===== config.mk =====
export PLATFORM = sky130hd
export DESIGN_NAME = occupancy_counter
export DESIGN_NICKNAME = d
export VERILOG_FILES = /design/src/rtl/occupancy_counter.sv
export SDC_FILE = /design/constraint.sdc
export NUM_CORES = 1
export LEC_CHECK = 0
export CAP_MARGIN = 10
export CORE_ASPECT_RATIO = 1.75
export CORE_MARGIN = 4
export CORE_UTILIZATION = 59
export DETAILED_ROUTE_END_ITERATION = 16
export PLACE_DENSITY = 0.75
export SYNTH_ARGS = -nofsm -noshare
export SYNTH_HDL_FRONTEND = slang
export SYNTH_SLANG_ARGS = --single-unit

===== constraint.sdc =====
create_clock -name Clock -period 2.5 [get_ports Clock]
set_input_delay 0.375 -clock Clock [delete_from_list [all_inputs] [get_ports Clock]]
set_output_delay 0.375 -clock Clock [all_outputs]
set_load 0.02 [all_outputs]

===== src/rtl/occupancy_counter.sv =====
// occupancy_counter: counts room occupancy in BCD from debounced enter/exit door sensors
// Ports: Clock, ResetN (sync active-low), EnterSensor/ExitSensor (raw async),
//        Clear (sync clear), PersonTens/PersonOnes (BCD count), Empty, Full, Rejected (1-cycle pulse)
module occupancy_counter #(
  parameter int DEBOUNCE_CYCLES = 4,
  parameter int MAX_PERSONS = 44
) (
  input  logic       Clock,
  input  logic       ResetN,
  input  logic       EnterSensor,
  input  logic       ExitSensor,
  input  logic       Clear,
  output logic [3:0] PersonTens,
  output logic [3:0] PersonOnes,
  output logic       Empty,
  output logic       Full,
  output logic       Rejected
);
  localparam logic [15:0] CNT_TOP = 16'(DEBOUNCE_CYCLES - 1);
  localparam logic [3:0] MAX_T = 4'(MAX_PERSONS / 10);
  localparam logic [3:0] MAX_O = 4'(MAX_PERSONS % 10);
  logic [1:0] raw, s1, s2, db, dbd, pulse;
  logic [15:0] cnt [2];
  logic [3:0] nxt_t, nxt_o;
  logic at_max, at_zero, en_only, ex_only, rej_nxt;
  assign raw = {ExitSensor, EnterSensor};
  assign pulse = db & ~dbd;
  always_ff @(posedge Clock) begin
    if (!ResetN) begin
      s1 <= '0;
      s2 <= '0;
      db <= '0;
      dbd <= '0;
      cnt[0] <= '0;
      cnt[1] <= '0;
    end else begin
      s1 <= raw;
      s2 <= s1;
      dbd <= db;
      for (int i = 0; i < 2; i++) begin
        if (s2[i] == db[i]) cnt[i] <= '0;
        else if (cnt[i] == CNT_TOP) begin
          db[i] <= s2[i];
          cnt[i] <= '0;
        end else cnt[i] <= cnt[i] + 16'd1;
      end
    end
  end
  always_comb begin
    at_max = PersonTens == MAX_T && PersonOnes == MAX_O;
    at_zero = PersonTens == 4'd0 && PersonOnes == 4'd0;
    en_only = pulse[0] & ~pulse[1];
    ex_only = pulse[1] & ~pulse[0];
    nxt_t = Clear ? 4'd0 :
            (en_only && !at_max) ? (PersonOnes == 4'd9 ? PersonTens + 4'd1 : PersonTens) :
            (ex_only && !at_zero) ? (PersonOnes == 4'd0 ? PersonTens - 4'd1 : PersonTens) :
            PersonTens;
    nxt_o = Clear ? 4'd0 :
            (en_only && !at_max) ? (PersonOnes == 4'd9 ? 4'd0 : PersonOnes + 4'd1) :
            (ex_only && !at_zero) ? (PersonOnes == 4'd0 ? 4'd9 : PersonOnes - 4'd1) :
            PersonOnes;
    rej_nxt = !Clear && ((en_only && at_max) || (ex_only && at_zero));
  end
  always_ff @(posedge Clock) begin
    if (!ResetN) begin
      PersonTens <= '0;
      PersonOnes <= '0;
      Empty <= 1'b1;
      Full <= 1'b0;
      Rejected <= 1'b0;
    end else begin
      PersonTens <= nxt_t;
      PersonOnes <= nxt_o;
      Empty <= nxt_t == 4'd0 && nxt_o == 4'd0;
      Full <= nxt_t == MAX_T && nxt_o == MAX_O;
      Rejected <= rej_nxt;
    end
  end
endmodule


Yosys cells after proc, flatten, opt, wreduce, memory -nomap -nowiden
Memories as Yosys holds them, arrays and structs flattened.
Cells that the tools add are included.
W data, S select, Z words.
{"block": "op_classes", "n_addsub": 6, "eq_ne": 9, "n_mux": 39, "n_reduce_logical": 19, "bitwise_logic": 14}
{"cell": "$mux W16", "count": 6}
{"cell": "$mux W4", "count": 10}
{"cell": "$add A16 B1 Y16 const B", "count": 2}
{"cell": "$eq A16 B2 Y1 const B", "count": 2}
{"cell": "$mux W1", "count": 23}
{"cell": "$eq A4 B3 Y1 const B", "count": 4}
{"cell": "$logic_not A4 Y1", "count": 4}
{"cell": "$logic_and A1 B1 Y1", "count": 9}
{"cell": "$add A4 B1 Y4 const B", "count": 2}
{"cell": "$sub A4 B1 Y4 const B", "count": 2}
{"cell": "$or A1 B1 Y1", "count": 6}
{"cell": "$eq A4 B4 Y1 const B", "count": 1}
{"cell": "$not A1 Y1", "count": 4}
{"cell": "$reduce_and A2 Y1", "count": 2}
{"cell": "$logic_not A1 Y1", "count": 3}
{"cell": "$and A1 B1 Y1", "count": 2}
{"cell": "$and A2 B2 Y2", "count": 1}
{"cell": "$eq A1 B1 Y1", "count": 2}
{"cell": "$not A2 Y2", "count": 1}
{"cell": "$logic_or A1 B1 Y1", "count": 1}
{"block": "word_totals", "mem_count": 1, "register_bits": 19, "ramBits": 32}
{"name": "cnt", "depth": 2, "word_bits": 16, "read_ports": 2, "rd_clocked_by_memory_dff": 0, "write_ports": 2, "line_no": "23", "text": "logic [15:0] cnt [2];"}

Longest topological paths before layout
Gate-level depths: netlist of run 1.
{"block": "depth", "depth_word": 10, "depth_mapped": 8, "ltp_nobuf": 8}

Worst setup path before layout of run 1
OpenSTA, ideal clock, no wires.
{"block": "synth_timing", "kind": "flip-flop to flip-flop", "from": "reg PersonOnes[0]", "to": "reg Full", "setup_time_ns": 0.060, "slack_ns": 0.274, "synth_period_minus_slack_ns": 2.226, "path_stages_with_launch": 9, "required_ns": 2.440, "arrival_time_ns": 2.166, "path_cell_list": "dfxtp_1 > inv_1 > ha_1 > and3b_1 > a211oi_4 > nor2_2 > a221o_1 > a211oi_2 > o2111a_1"}
{"block": "synth_between", "elab_chain_cells": 9}
{"element": "start, declared", "line_no": "14", "text": "output logic [3:0] PersonOnes,"}
{"element": "start signal, assigned", "line_no": "73", "text": "PersonOnes <= nxt_o;"}
{"element": "parallel branches: the longest is 8 deep, another holds $sub A4 B1 Y4"}
{"element": "$logic_and A1 B1 Y1 *", "line_no": "75", "text": "Full <= nxt_t == MAX_T && nxt_o == MAX_O;"}
{"element": "end signal, assigned", "line_no": "69", "text": "Full <= 1'b0;"}
{"element": "end signal, assigned", "line_no": "75"}
{"element": "end, declared", "line_no": "16", "text": "output logic Full,"}
Every way passes the cells marked *.
A chain may end at the register's enable or synchronous reset.

Worst setup path in the final report of run 1
{"block": "layout_timing", "from": "reg PersonTens[0]", "to": "reg Full"}
{"block": "layout_between", "elab_chain_cells": 9}
{"element": "start, declared", "line_no": "13", "text": "output logic [3:0] PersonTens,"}
{"element": "start signal, assigned", "line_no": "72", "text": "PersonTens <= nxt_t;"}
{"element": "parallel branches: the longest is 8 deep, another holds $sub A4 B1 Y4"}
{"element": "$logic_and A1 B1 Y1 *", "line_no": "75"}
Marks and branches as above.

==> results by stage, run 1 <==
Drt:
- The post-detailed-routing wire length is 5.43 mm.
- The iteration-0 DRC count of the detailed router is 93.
- The first detailed-routing pass ran for 4 iterations.
- Using the TritonRoute via totals, the vias-per-cell ratio works out to 5.58.
- In the final routed layout, each cell accounts on average for 14.5 µm.
- After detailed routing, the number of remaining DRC violations is 0.
- The routed via count is 2086.
- The antenna violation net count after detailed routing is 0.

Placement:
- The total half-perimeter wirelength after legalization and detailed placement is 4.16 mm.
- The pre-CTS worst setup slack is 92.0 ps.
- The count of placed standard cells including taps is between 300 and 400.
- The number of buffer cells added on primary ports is 15.
- The global placer's final weighted congestion is around 0.94.

Yosys:
- Synthesis handed over a netlist of 267 instances.
- The async set-or-reset flop fraction in the synthesized netlist is 0.
- Counting flops with a built-in enable in the synthesized netlist gives 32.
- In this run, distinct cell masters in the synthesized netlist total between 40 and 50.
- After synthesis, the mean cell area works out to approximately 10 µm².
- The area share of the leading cell type in the synthesized netlist is 0.352.
- The most used flip-flop cell after synthesis is sky130_fd_sc_hd__edfxtp_1.
- Of the synthesized area, sequential elements account for 0.491.
- The total number of yosys warnings is 0.
- The synthesized design contains between 50 and 60 register bits.
- By area the synthesized netlist is led by sky130_fd_sc_hd__edfxtp_1 35%, sky130_fd_sc_hd__dfxtp_1 14%, sky130_fd_sc_hd__nor2_1 5.8%, sky130_fd_sc_hd__xor2_1 5.5%, sky130_fd_sc_hd__ha_1 4.1%.
- The cell area after synthesis is about 2700 µm².
- Summed over all instances, the cell type with the most area after synthesis is sky130_fd_sc_hd__edfxtp_1.

Critical path:
- The largest single stage delay on the critical path is around 420 ps.
- The arrival time of the worst setup path is approximately 2700 ps.
- The type of element capturing the critical path is a register.
- In this design, the largest share of critical-path delay is due to compound AO/OA/AOI/OAI gates.
- Counting both buffers and inverters, the worst setup path holds a total of 1.
- The worst setup path is launched from a register.
- The critical setup path kind is reg -> reg.
- The most repeated library cell on the critical path is sky130_fd_sc_hd__a211oi_4.
- Along the worst path, the maximum fanout reaches 7.
- For the worst setup path, the data required time is roughly 2700 ps.
- The critical path goes through inv_1, ha_1, and3b_1, a211oi_4, nor2_2, a221o_1, a211oi_4, o2111a_1.
- The slowest stage of the critical path is the sky130_fd_sc_hd__dfxtp_1 cell.

Power:
- The final total power is 1.53 mW.
- The share of total power dissipated in sequential elements is 0.617.
- The net switching power is between 300 and 400 µW.
- The power per cell area is 479 nW/µm².
- The fraction of power spent switching nets is 0.213.
- The internal portion of the total power is between 1 and 1.5 mW.
- The worst-case IR drop observed on VDD is approximately 0.36 mV.
- The power share of the combinational group is 0.041.
- The power share of the clock group is 0.342.
- The analysis attributes to cell leakage a power of between 1 and 1.5 nW.

Run:
- The max-cap violation count is 0.

Clock network:
- TritonCTS created 5 clock buffers.
- TritonCTS built the clock tree.
- The clock transition at the registers of the reported paths is approximately 90 ps.
- The number of clock sinks is 51.
- The number of levels the H-tree was split into is 2.
- The count of hold buffers inserted by post-cts repair is 0.
- The clock reaches the later pin of the worst-skew pair after roughly 290 ps.
- The root buffer selected by CTS is sky130_fd_sc_hd__clkbuf_8.
- Counting along the longest clock path gives a buffer depth of 2.

Layout:
- The signed area change from the synthesized netlist to the final layout is 17.0%.
- Leaving out filler cells and counting taps, the final layout contains 374.
- Of the cells placed in the final design, the portion with a size suffix greater than 1 is 0.0743.
- 0 antenna diodes ended up in the layout.
- The library cell used most frequently in the layout, excluding fill and tap cells, is sky130_fd_sc_hd__nor2_1.
- The layout has between 300 and 400 filler cells.
- At the end of the flow, the number of nets in the layout was 336.
- In the layout the commonest cells are 42 x sky130_fd_sc_hd__nor2_1, 32 x sky130_fd_sc_hd__edfxtp_1, 32 x sky130_fd_sc_hd__conb_1.

Timing:
- The worst clock skew is ~9 ps.
- The post-layout minimum cycle time is around 2400 ps.
- The final max-slew violation count is 0.
- The total count of hold-check failures in the final report was 0.
- Setup violations remaining at the end of the flow were counted as 0.
- After routing, the total negative slack on setup checks comes to 0 ps.
- The final worst-path cycle share is 0.962.
- The worst path meets setup with around 94 ps of slack.
- Hold timing on the final database bottoms out at a slack of 446 ps.
- The maximum clock rate is a little over 0.4 GHz.
- Setup repair after global routing left no endpoint under its margin.

GRT:
- The via count of the first global-routing pass is ~2200.
- Entering global routing, the biggest net connects 17 pins.
- The number of antenna violations at the first check in global routing is 0.
- The global-route wire length before repair is slightly above 9 mm.
- The global route total overflow is 0.
- The global-route usage over all layers is 0.204.

Die:
- The die height is 98.0 µm.
- The initial cell density of the core is 0.614.
- The floorplan step defined a die boundary enclosing 5820 µm².
- Row generation in the floorplan step produced 32 rows.
- The die width is 59.4 µm.
- The region available for standard cell placement spans roughly 4400 µm².
- In this run the count of I/O pins placed on the die edge is 16.

Worst hold path:
- The tightest min-delay check is of the reg -> reg type.

Outcome:
- The run finished with clean final reports.
## timing repair
| item | in CTS | in global routing |
|---|---|---|
| gates resized for setup | 0 | 1 |
| setup endpoints to repair | 0 | 1 |
| setup buffers | 0 | 1 |
## synth_stat cells (2+ instances only)
| master | number |
|---|---|
| sky130_fd_sc_hd__xor2_1 | 17 |
| sky130_fd_sc_hd__nor4_1 | 6 |
| sky130_fd_sc_hd__clkbuf_1 | 3 |
| sky130_fd_sc_hd__nand2b_1 | 6 |
| sky130_fd_sc_hd__a21oi_1 | 7 |
| sky130_fd_sc_hd__and2_1 | 10 |
| sky130_fd_sc_hd__nor4b_1 | 2 |
| sky130_fd_sc_hd__nor3_1 | 5 |
| sky130_fd_sc_hd__a211oi_4 | 2 |
| sky130_fd_sc_hd__dfxtp_1 | 19 |
| sky130_fd_sc_hd__nand4_1 | 7 |
| sky130_fd_sc_hd__ha_1 | 9 |
| sky130_fd_sc_hd__buf_6 | 2 |
| sky130_fd_sc_hd__inv_1 | 9 |
| sky130_fd_sc_hd__nor2_1 | 42 |
| sky130_fd_sc_hd__mux2i_1 | 2 |
| sky130_fd_sc_hd__or3_1 | 3 |
| sky130_fd_sc_hd__nand2_1 | 10 |
| sky130_fd_sc_hd__nand3_1 | 19 |
| sky130_fd_sc_hd__xnor2_1 | 12 |
| sky130_fd_sc_hd__o21ai_0 | 3 |
| sky130_fd_sc_hd__edfxtp_1 | 32 |
| sky130_fd_sc_hd__a31oi_1 | 2 |
| sky130_fd_sc_hd__o211ai_1 | 2 |
| sky130_fd_sc_hd__nor2b_1 | 7 |
| sky130_fd_sc_hd__and3_1 | 8 |
## sequential cells by signal, indices dropped and copies added, names as in the netlist
register    cells
Empty           1
Full            1
PersonOnes      4
PersonTens      4
Rejected        1
cnt            32
db              2
dbd             2
s1              2
s2              2
## stage by stage
stage                util  area [µm²]
global route        0.719        3190
floorplan               -        2850
detailed placement  0.691        3070
CTS                 0.715        3180
finish              0.719        3190
global placement    0.691        3070
## worst reg2reg max path, stage by stage (launching register included)
cell and delay [ps]:
sky130_fd_sc_hd__dfxtp_1 420, sky130_fd_sc_hd__inv_1 130, sky130_fd_sc_hd__ha_1 230, sky130_fd_sc_hd__and3b_1 260
sky130_fd_sc_hd__a211oi_4 390, sky130_fd_sc_hd__nor2_2 80, sky130_fd_sc_hd__a221o_1 410, sky130_fd_sc_hd__a211oi_4 230
sky130_fd_sc_hd__o2111a_1 210
## power groups by stage
| stage | Sequential (mW) | Clock, mW | Combinational, mW |
|---|---|---|---|
| 2_1_floorplan | 0.955 | 0 | 0.0432 |
| 3_3_place_gp | 0.962 | 0 | 0.0587 |
| 3_5_place_dp | 0.963 | 0 | 0.0597 |
| 4_1_cts | 0.944 | 0.534 | 0.0607 |
| 5_1_grt | 0.949 | 0.564 | 0.0714 |
| 6_report | 0.944 | 0.523 | 0.0624 |
## path summary, 6_finish.rpt
check / cells past startpoint / endpoint / slack (ps) / start
worst max-delay path: 8 / Full$_SDFF_PN0_ / 90 / PersonTens[0]$_SDFF_PN0_
worst max register to register: 8 / Full$_SDFF_PN0_ / 90 / PersonTens[0]$_SDFF_PN0_
worst min-delay path: 1 / s2[0]$_SDFF_PN0_ / 450 / s1[0]$_SDFF_PN0_
worst min register to register: 1 / s2[0]$_SDFF_PN0_ / 450 / s1[0]$_SDFF_PN0_
## routing by layer
layer,vias to the layer above,share of wire,track usage
met5,-,0,0
met4,0,0.026,0.0942
met3,12,0.025,0.0317
met2,48,0.56,0.362
met1,997,0.39,0.226
li1,1029,-,-
## cells by family (layout without fill, tap and decap cells)
kind of cell | after synthesis | after routing | share of synthesized area
adder cells (fa/ha/maj) | 9 | 9 | 0.0412
AND/OR/NAND/NOR | 134 | 134 | 0.259
AO/OA/AOI/OAI | 26 | 26 | 0.0775
buffers and inverters | 14 | 39 | 0.0247
flip-flops | 51 | 51 | 0.491
other | 1 | 32 | 0.00137
multiplexers | 3 | 3 | 0.0115
XOR/XNOR | 29 | 29 | 0.0930
## area by class of cell
class | count | area, µm² | share of cell area
clock inverter | 2 | 13.8 | 0.00431
inverter | 9 | 33.8 | 0.0106
sequential | 51 | 1340 | 0.420
tap | 51 | 63.8 | 0.0200
multi-input combinational | 233 | 1450 | 0.452
timing repair buffer | 22 | 203 | 0.0635
clock buffer | 6 | 93.8 | 0.0294
Power figures use the tool's default switching activity.
==> run 2, diff against run 1 <==
CAP_MARGIN = 15   (was 10)
CTS_CLUSTER_DIAMETER = 100   (was default)
==> results of run 2 <==
Same layout as run 1: the final DEF is identical, and so are final timing and power.
